--- src/rtl/imm_extend_pipe.sv ---
// Pipelined immediate extender (SEXT/ZEXT/UPPER/SEXT_SHL2) with valid/ready and a 2-entry skid.
// Optional accepted-input counter enabled by defining IMM_EXT_CNT_EN.
module imm_extend_pipe #(
    parameter int IN_W  = 16,
    parameter int OUT_W = 32,
    parameter int CNT_W = 16
) (
    input  logic             clk,
    input  logic             rst_n,
    input  logic             in_valid,
    output logic             in_ready,
    input  logic [IN_W-1:0]  in_imm,
    input  logic [1:0]       in_mode,
    output logic             out_valid,
    input  logic             out_ready,
    output logic [OUT_W-1:0] out_data
`ifdef IMM_EXT_CNT_EN
    ,
    output logic [CNT_W-1:0] xfer_cnt
`endif
);

    function automatic logic [OUT_W-1:0] f_extend(input logic [IN_W-1:0] imm, input logic [1:0] mode);
        logic [OUT_W-1:0] sext;
        sext = {{(OUT_W-IN_W){imm[IN_W-1]}}, imm};
        case (mode)
            2'b00:   f_extend = sext;
            2'b01:   f_extend = {{(OUT_W-IN_W){1'b0}}, imm};
            2'b10:   f_extend = {imm, {(OUT_W-IN_W){1'b0}}};
            2'b11:   f_extend = {sext[OUT_W-3:0], 2'b00};
            default: f_extend = sext;
        endcase
    endfunction

    logic             r_out_valid;
    logic [OUT_W-1:0] r_out_data;
    logic             r_skid_valid;
    logic [OUT_W-1:0] r_skid_data;
    logic             r_in_ready;

    logic             w_in_xfer;
    logic             w_out_free;
    logic [OUT_W-1:0] w_ext;
    logic             w_out_valid_nxt;
    logic [OUT_W-1:0] w_out_data_nxt;
    logic             w_skid_valid_nxt;
    logic [OUT_W-1:0] w_skid_data_nxt;

    // Next-state for output stage and skid entry; skid always drains before new input.
    always_comb begin
        w_in_xfer        = in_valid & r_in_ready;
        w_out_free       = !r_out_valid | out_ready;
        w_ext            = f_extend(in_imm, in_mode);
        w_out_valid_nxt  = r_out_valid;
        w_out_data_nxt   = r_out_data;
        w_skid_valid_nxt = r_skid_valid;
        w_skid_data_nxt  = r_skid_data;
        if (w_out_free) begin
            if (r_skid_valid) begin
                w_out_valid_nxt  = 1'b1;
                w_out_data_nxt   = r_skid_data;
                w_skid_valid_nxt = 1'b0;
            end else if (w_in_xfer) begin
                w_out_valid_nxt  = 1'b1;
                w_out_data_nxt   = w_ext;
            end else begin
                w_out_valid_nxt  = 1'b0;
            end
        end else begin
            if (w_in_xfer) begin
                w_skid_valid_nxt = 1'b1;
                w_skid_data_nxt  = w_ext;
            end else begin
                w_skid_valid_nxt = r_skid_valid;
            end
        end
    end

    // Pipeline registers; in_ready is registered from the next skid occupancy.
    always_ff @(posedge clk) begin
        if (!rst_n) begin
            r_out_valid  <= 1'b0;
            r_out_data   <= {OUT_W{1'b0}};
            r_skid_valid <= 1'b0;
            r_skid_data  <= {OUT_W{1'b0}};
            r_in_ready   <= 1'b1;
        end else begin
            r_out_valid  <= w_out_valid_nxt;
            r_out_data   <= w_out_data_nxt;
            r_skid_valid <= w_skid_valid_nxt;
            r_skid_data  <= w_skid_data_nxt;
            r_in_ready   <= !w_skid_valid_nxt;
        end
    end

`ifdef IMM_EXT_CNT_EN
    logic [CNT_W-1:0] r_xfer_cnt;

    // Counts accepted inputs, wrapping naturally at 2^CNT_W.
    always_ff @(posedge clk) begin
        if (!rst_n) begin
            r_xfer_cnt <= {CNT_W{1'b0}};
        end else if (w_in_xfer) begin
            r_xfer_cnt <= r_xfer_cnt + {{(CNT_W-1){1'b0}}, 1'b1};
        end else begin
            r_xfer_cnt <= r_xfer_cnt;
        end
    end

    assign xfer_cnt = r_xfer_cnt;
`endif

    assign in_ready  = r_in_ready;
    assign out_valid = r_out_valid;
    assign out_data  = r_out_data;

endmodule
--- config.mk ---
export PLATFORM = sky130hd
export DESIGN_NAME = imm_extend_pipe
export DESIGN_NICKNAME = d
export VERILOG_FILES = /design/src/rtl/imm_extend_pipe.sv
export SDC_FILE = /design/constraint.sdc
export NUM_CORES = 1
export LEC_CHECK = 0
export ABC_CLOCK_PERIOD_IN_PS = 1350
export BUFFER_PORTS_ARGS = -buffer_cell sky130_fd_sc_hd__buf_4
export CAP_MARGIN = 30
export CORE_MARGIN = 2
export CORE_UTILIZATION = 45
export CTS_CLUSTER_SIZE = 16
export DETAILED_ROUTE_END_ITERATION = 7
export PLACE_DENSITY_LB_ADDON = 0.15
export RECOVER_POWER = 100
export SLEW_MARGIN = 15
export SYNTH_ARGS = -nofsm -noshare
export SYNTH_HDL_FRONTEND = slang
export SYNTH_SLANG_ARGS = --single-unit
--- constraint.sdc ---
create_clock -name clk -period 1.35 [get_ports clk]
set_input_delay 0.135 -clock clk [delete_from_list [all_inputs] [get_ports clk]]
set_output_delay 0.135 -clock clk [all_outputs]
set_load 0.02 [all_outputs]
======== Word level (Yosys, flattened, before mapping) ========
Cells that the tools add are included.
storage, ports and cells
  output and inout port bits .............. 34
  register bits ........................... 67
cells by class
  multiplexer cells ....................... 7
  reduce and logical (&&, ||, !) cells .... 6
  bitwise gates (word level) .............. 3
  equality and inequality tests ........... 3
operators with widths
  kind                count
  $pmux 32 s4         1
  $mux 32             2
  $eq 2x2->1 const B  2
  $mux 1              4
  $reduce_and 2->1    2
  $eq 2x1->1 const B  1
  $logic_not 1->1     2
  $logic_not 2->1     1
  $reduce_bool 2->1   1
  $and 1x1->1         1
  $not 1->1           1
  $or 1x1->1          1

======== Logic depth before layout (Yosys ltp) ========
  word-level depth ........................ 4
  mapped depth ............................ 7
  mapped depth without buffers ............ 3

======== Least setup slack after synthesis ========
Ideal clock, no wire load.
  path type ............................... reg-to-reg
  start point ............................. reg r_in_ready (netlist: in_ready)
  end point ............................... reg r_out_data[21] (netlist: out_data[21])
  buffers on the path ..................... 2
  required time ........................... 1228 ps
  path slack .............................. -42 ps
  data arrival time ....................... 1270 ps
  stages on the path, launching flop included .. 6
  cell sequence ........................... dfxtp_1 a21o_1 and2_1 clkbuf_1 buf_2 o22ai_1
between the ends
  word-level cells in the longest chain between the ends .. 3
RTL lines
  what                                RTL line  RTL
  start: declaration                  39        logic r_in_ready;
  start signal: assignment            92        r_in_ready <= !w_skid_valid_nxt;
  $and 1x1->1                         51        w_in_xfer = in_valid & r_in_ready;
  $reduce_bool 2->1 (no source line)  --
  $reduce_and 2->1 (no source line)   --
  end signal: assignment              83        r_out_data <= {OUT_W{1'b0}};
  end signal: assignment              89        r_out_data <= w_out_data_nxt;
  end: declaration                    36        logic [OUT_W-1:0] r_out_data;
Every way passes these cells.
A chain may end at the register's enable or synchronous reset.

======== Worst setup path in the final report ========
  start point ............................. reg r_in_ready (netlist: in_ready)
  end point ............................... reg r_in_ready (netlist: in_ready)
between the ends
  word-level cells in the longest chain between the ends .. 4
RTL lines
  what             RTL line  RTL
  $and 1x1->1      51
  $mux 1           70        if (w_in_xfer) begin
  $mux 1           58        if (w_out_free) begin
  $logic_not 1->1  92
Every way passes these cells.

==> qor_table.md <==
| Result | Reported | Unit |
|---|---|---|
| Status | finished clean | - |
| Leakage power | 1.44 | nW |
| Average wire per standard cell | 16.7 | um |
| Global-route wire length before repair | 14000 | um |
| Gpl congestion | 0.763 | - |
| Final period util | 93.5 | % |
| Transition at the pin with the smallest max-transition slack | 0.439 | ns |
| Number of buffers inserted during clock tree synthesis | 9 | - |
| Count of input and output buffers | 55 | - |
| Maximum root-to-sink buffer count | 2 | - |
| Fraction of final layout cells sized beyond drive strength 1 | 19.5 | % |
| RSZ-0062 raised after global routing | false | - |
| Area share of the largest cell type after synthesis | 41.9 | % |
| Internal power | 3.68 | mW |
| Worst Clk Skew | 0.00970 | ns |
| Placed Instance Area | 0.00378 | mm^2 |
| DRT iter0 DRCs | 168 | - |
| Remaining max-slew budget at the tightest pin | 70.7 | % |
| Max-cap violations | 0 | - |
| Type of origin of the critical path | register | - |
| Post-CTS Hold Fix Bufs | 0 | - |
| Antenna cell count | 0 | - |
| Setup violators final | 0 | - |
| Average instance area after synthesis | 8.75 | um^2 |
| PnR worst setup slack | 0.0873 | ns |
| Max H-tree Level | 3 | - |
| Gate Count Post-Synth | 366 | - |
| Cell at the root of the clock tree | sky130_fd_sc_hd__clkbuf_8 | - |
| Hold violation count in the final report | 0 | - |
| Minimum period implied by the final worst setup slack | 1.26 | ns |
| Switching share of total power | 25.9 | % |
| Share of synthesized flip-flops with an asynchronous set or reset | 0 | % |
| CP endpoint kind | register | - |
| Required time of the critical path | 1.57 | ns |
| Row count | 30 | - |
| Top fanout value on the critical path | 5 | - |
| Floorplan die area | 0.00781 | mm^2 |
| Syn_nets | 388 | - |
| Detailed Routing Iterations Pass 1 | 5 | - |
| Pin count of the biggest net entering global routing | 48 | - |
| Worst slack after detailed placement | -0.0722 | ns |
| Boundary pin count | 56 | - |
| Peak ir drop on the vdd network | 632 | uV |
| Effective utilization at floorplan | 46.9 | % |
| Die X-Extent | 88.4 | um |
| Most frequent standard cell in the layout excluding fill and tap cells | sky130_fd_sc_hd__dfxtp_1 | - |
| Placed wire-length estimate | 5440 | um |
| Vertical die dimension | 88.4 | um |
| Post-synthesis cell type count | 38 | - |
| Worst Hold Class | in2reg | - |
| Detailed-route via count | 3004 | - |
| Count of nets after finishing | 437 | - |
| Grt total ovfl | 0 | - |
| Critical path class | reg2reg | - |
| TritonCTS clock tree | yes | - |
| Total length of routed wires | 8600 | um |
| Ranking of synthesized cells by area | sky130_fd_sc_hd__dfxtp_1 (42%), sky130_fd_sc_hd__mux2_2 (5.3%), sky130_fd_sc_hd__a32o_1 (4.4%) | - |
| Peak clock frequency supported by timing | 792 | MHz |
| Sinks on the clock net | 67 | - |
| Crit path arrival time | 1.48 | ns |
| Reg area | 0.00134 | mm^2 |
| Combinational Power Share | 15.9 | % |
| Core Box Area | 0.00683 | mm^2 |
| Number of antenna violations at the first check in global routing | 0 | - |
| Pins over their slew limit | 0 | - |
| Clock latency reported for the late side of the worst-skew pair | 0.34 | ns |
| Per-cell via count in the routed design | 5.82 | - |
| Filler cell count | 680 | - |
| Post-route core utilization | 57.1 | % |
| Clock share of power | 41.1 | % |
| Remaining number of nets flagged by the antenna check after routing | 0 | - |
| Cell Pwr Density | 1270 | mW/mm^2 |
| Portion of total power attributed to sequential cells | 43.0 | % |
| Post-synthesis instance area | 0.00320 | mm^2 |
| Global router's overall resource usage | 23.1 | % |
| Area of combinational cells with multiple inputs | 0.00164 | mm^2 |
| Finished Cell Area | 0.00390 | mm^2 |
| DRC violations left | 0 | - |
| Clock transition time at the flip-flop clock pins of the worst setup and hold paths | 0.08 | ns |
| Predominant post-synthesis flop cell | sky130_fd_sc_hd__dfxtp_1 | - |
| Reported net switching power | 1.29 | mW |
| Number of warning messages in the yosys log | 0 | - |
| Post-synth top area cell | sky130_fd_sc_hd__dfxtp_1 | - |
| Commonest non-fill, non-tap cells in the layout | sky130_fd_sc_hd__dfxtp_1 (65), sky130_fd_sc_hd__buf_4 (38), sky130_fd_sc_hd__nand2_1 (35), sky130_fd_sc_hd__clkbuf_1 (35), sky130_fd_sc_hd__a21oi_1 (26) | - |
| Area Growth Syn to Fin | 21.7 | % |
| Number of enable flip-flop cells after synthesis | 0 | - |
| Flops & latches, synth | 67 | - |
| Sequential share of the synthesized area | 41.9 | % |
| Via count of the first global-routing pass | 2713 | - |
cell usage after synthesis, types with 13 or more instances:
| cell type | number |
|---|---|
| sky130_fd_sc_hd__o2111ai_1 | 14 |
| sky130_fd_sc_hd__nor2b_1 | 13 |
| sky130_fd_sc_hd__o21ai_0 | 14 |
| sky130_fd_sc_hd__a31oi_1 | 14 |
| sky130_fd_sc_hd__buf_2 | 16 |
| sky130_fd_sc_hd__clkbuf_1 | 19 |
| sky130_fd_sc_hd__nand2b_1 | 17 |
| sky130_fd_sc_hd__a32o_1 | 14 |
| sky130_fd_sc_hd__a211o_1 | 13 |
| sky130_fd_sc_hd__nor3_1 | 14 |
| sky130_fd_sc_hd__nand2_1 | 35 |
| sky130_fd_sc_hd__a21oi_1 | 26 |
| sky130_fd_sc_hd__nor2_1 | 14 |
| sky130_fd_sc_hd__dfxtp_1 | 67 |
| sky130_fd_sc_hd__mux2_2 | 15 |
| sky130_fd_sc_hd__a211oi_1 | 15 |
| sky130_fd_sc_hd__o22ai_1 | 14 |
power groups by stage:
stage                     clock, mW  combinational, mW  sequential (mW)
final                          2.04              0.788             2.14
after global routing           2.19              0.859             2.15
after CTS                      2.08              0.847             2.14
after detailed placement          0              0.842             2.18
after global placement            0              0.834             2.18
after floorplan                   0              0.448             2.26
layout make-up:
| cell class | instances | share of cell area (%) |
|---|---|---|
| inverters | 4 | 0.385 |
| clock inverters | 5 | 2.57 |
| repair buffers | 79 | 13.8 |
| clock buffers | 11 | 3.63 |
| well taps | 96 | 3.08 |
| multi-input cells | 254 | 42.1 |
| flip-flops and latches | 67 | 34.5 |
registers in the layout (all words and copies together) (netlist names):
signal and count:
out_data 32, r_skid_data 32, in_ready 1, out_valid 1
r_skid_valid 1
stage by stage:
stage | hold slack [ns] | TNS [ns] | instances | total power [mW]
6_report | 0.116 | 0 | 516 | 4.97
5_1_grt | 0.115 | 0 | 516 | 5.20
4_1_cts | 0.0983 | 0 | 516 | 5.06
3_5_place_dp | 0.447 | -0.806 | 500 | 3.03
3_3_place_gp | 0.445 | 0 | 500 | 3.02
2_1_floorplan | 0.295 | 0 | 366 | 2.71
what timing repair did:
action                                  CTS  global route
buffers inserted                          0             0
endpoints found under the setup margin   14             2
resized for setup                         1             1
endpoints found under the hold margin     0             0
per-layer routing:
metal / vias up / wire, um / GRT usage (%)
met1: 1457 / 4100 / 32.7
met3: 6 / 340 / 5.04
met4: 0 / 27 / 6.89
met5: - / 0 / 0
met2: 76 / 4130 / 35.3
li1: 1465 / - / -
logic make-up (layout without fill, tap and decap cells):
group,Yosys count,in the layout,synth area share [%]
AO/OA/AOI/OAI,132,132,29.1
buffers and inverters,45,99,6.95
flip-flops,67,67,41.9
multiplexers,15,15,5.27
AND/OR/NAND/NOR,107,107,16.8
worst max-delay path, stage by stage (launching register included):
cell                       delay, ns
sky130_fd_sc_hd__dfxtp_1        0.36
sky130_fd_sc_hd__a21o_1         0.20
sky130_fd_sc_hd__clkbuf_1       0.20
sky130_fd_sc_hd__inv_1          0.09
sky130_fd_sc_hd__or3_1          0.30
path summary, 6_finish.rpt:
kind | slack (ns) | cells past startpoint | to | start
max | 0.09 | 4 | in_ready$_SDFF_PN1_ | in_ready$_SDFF_PN1_
min | 0.12 | 3 | r_skid_data[1]$_SDFFE_PN0P_ | in_imm[1]
max reg2reg | 0.09 | 4 | in_ready$_SDFF_PN1_ | in_ready$_SDFF_PN1_
min reg2reg | 0.46 | 2 | r_skid_data[1]$_SDFFE_PN0P_ | r_skid_data[1]$_SDFFE_PN0P_
No activity file was read; power rests on OpenSTA's default activity.
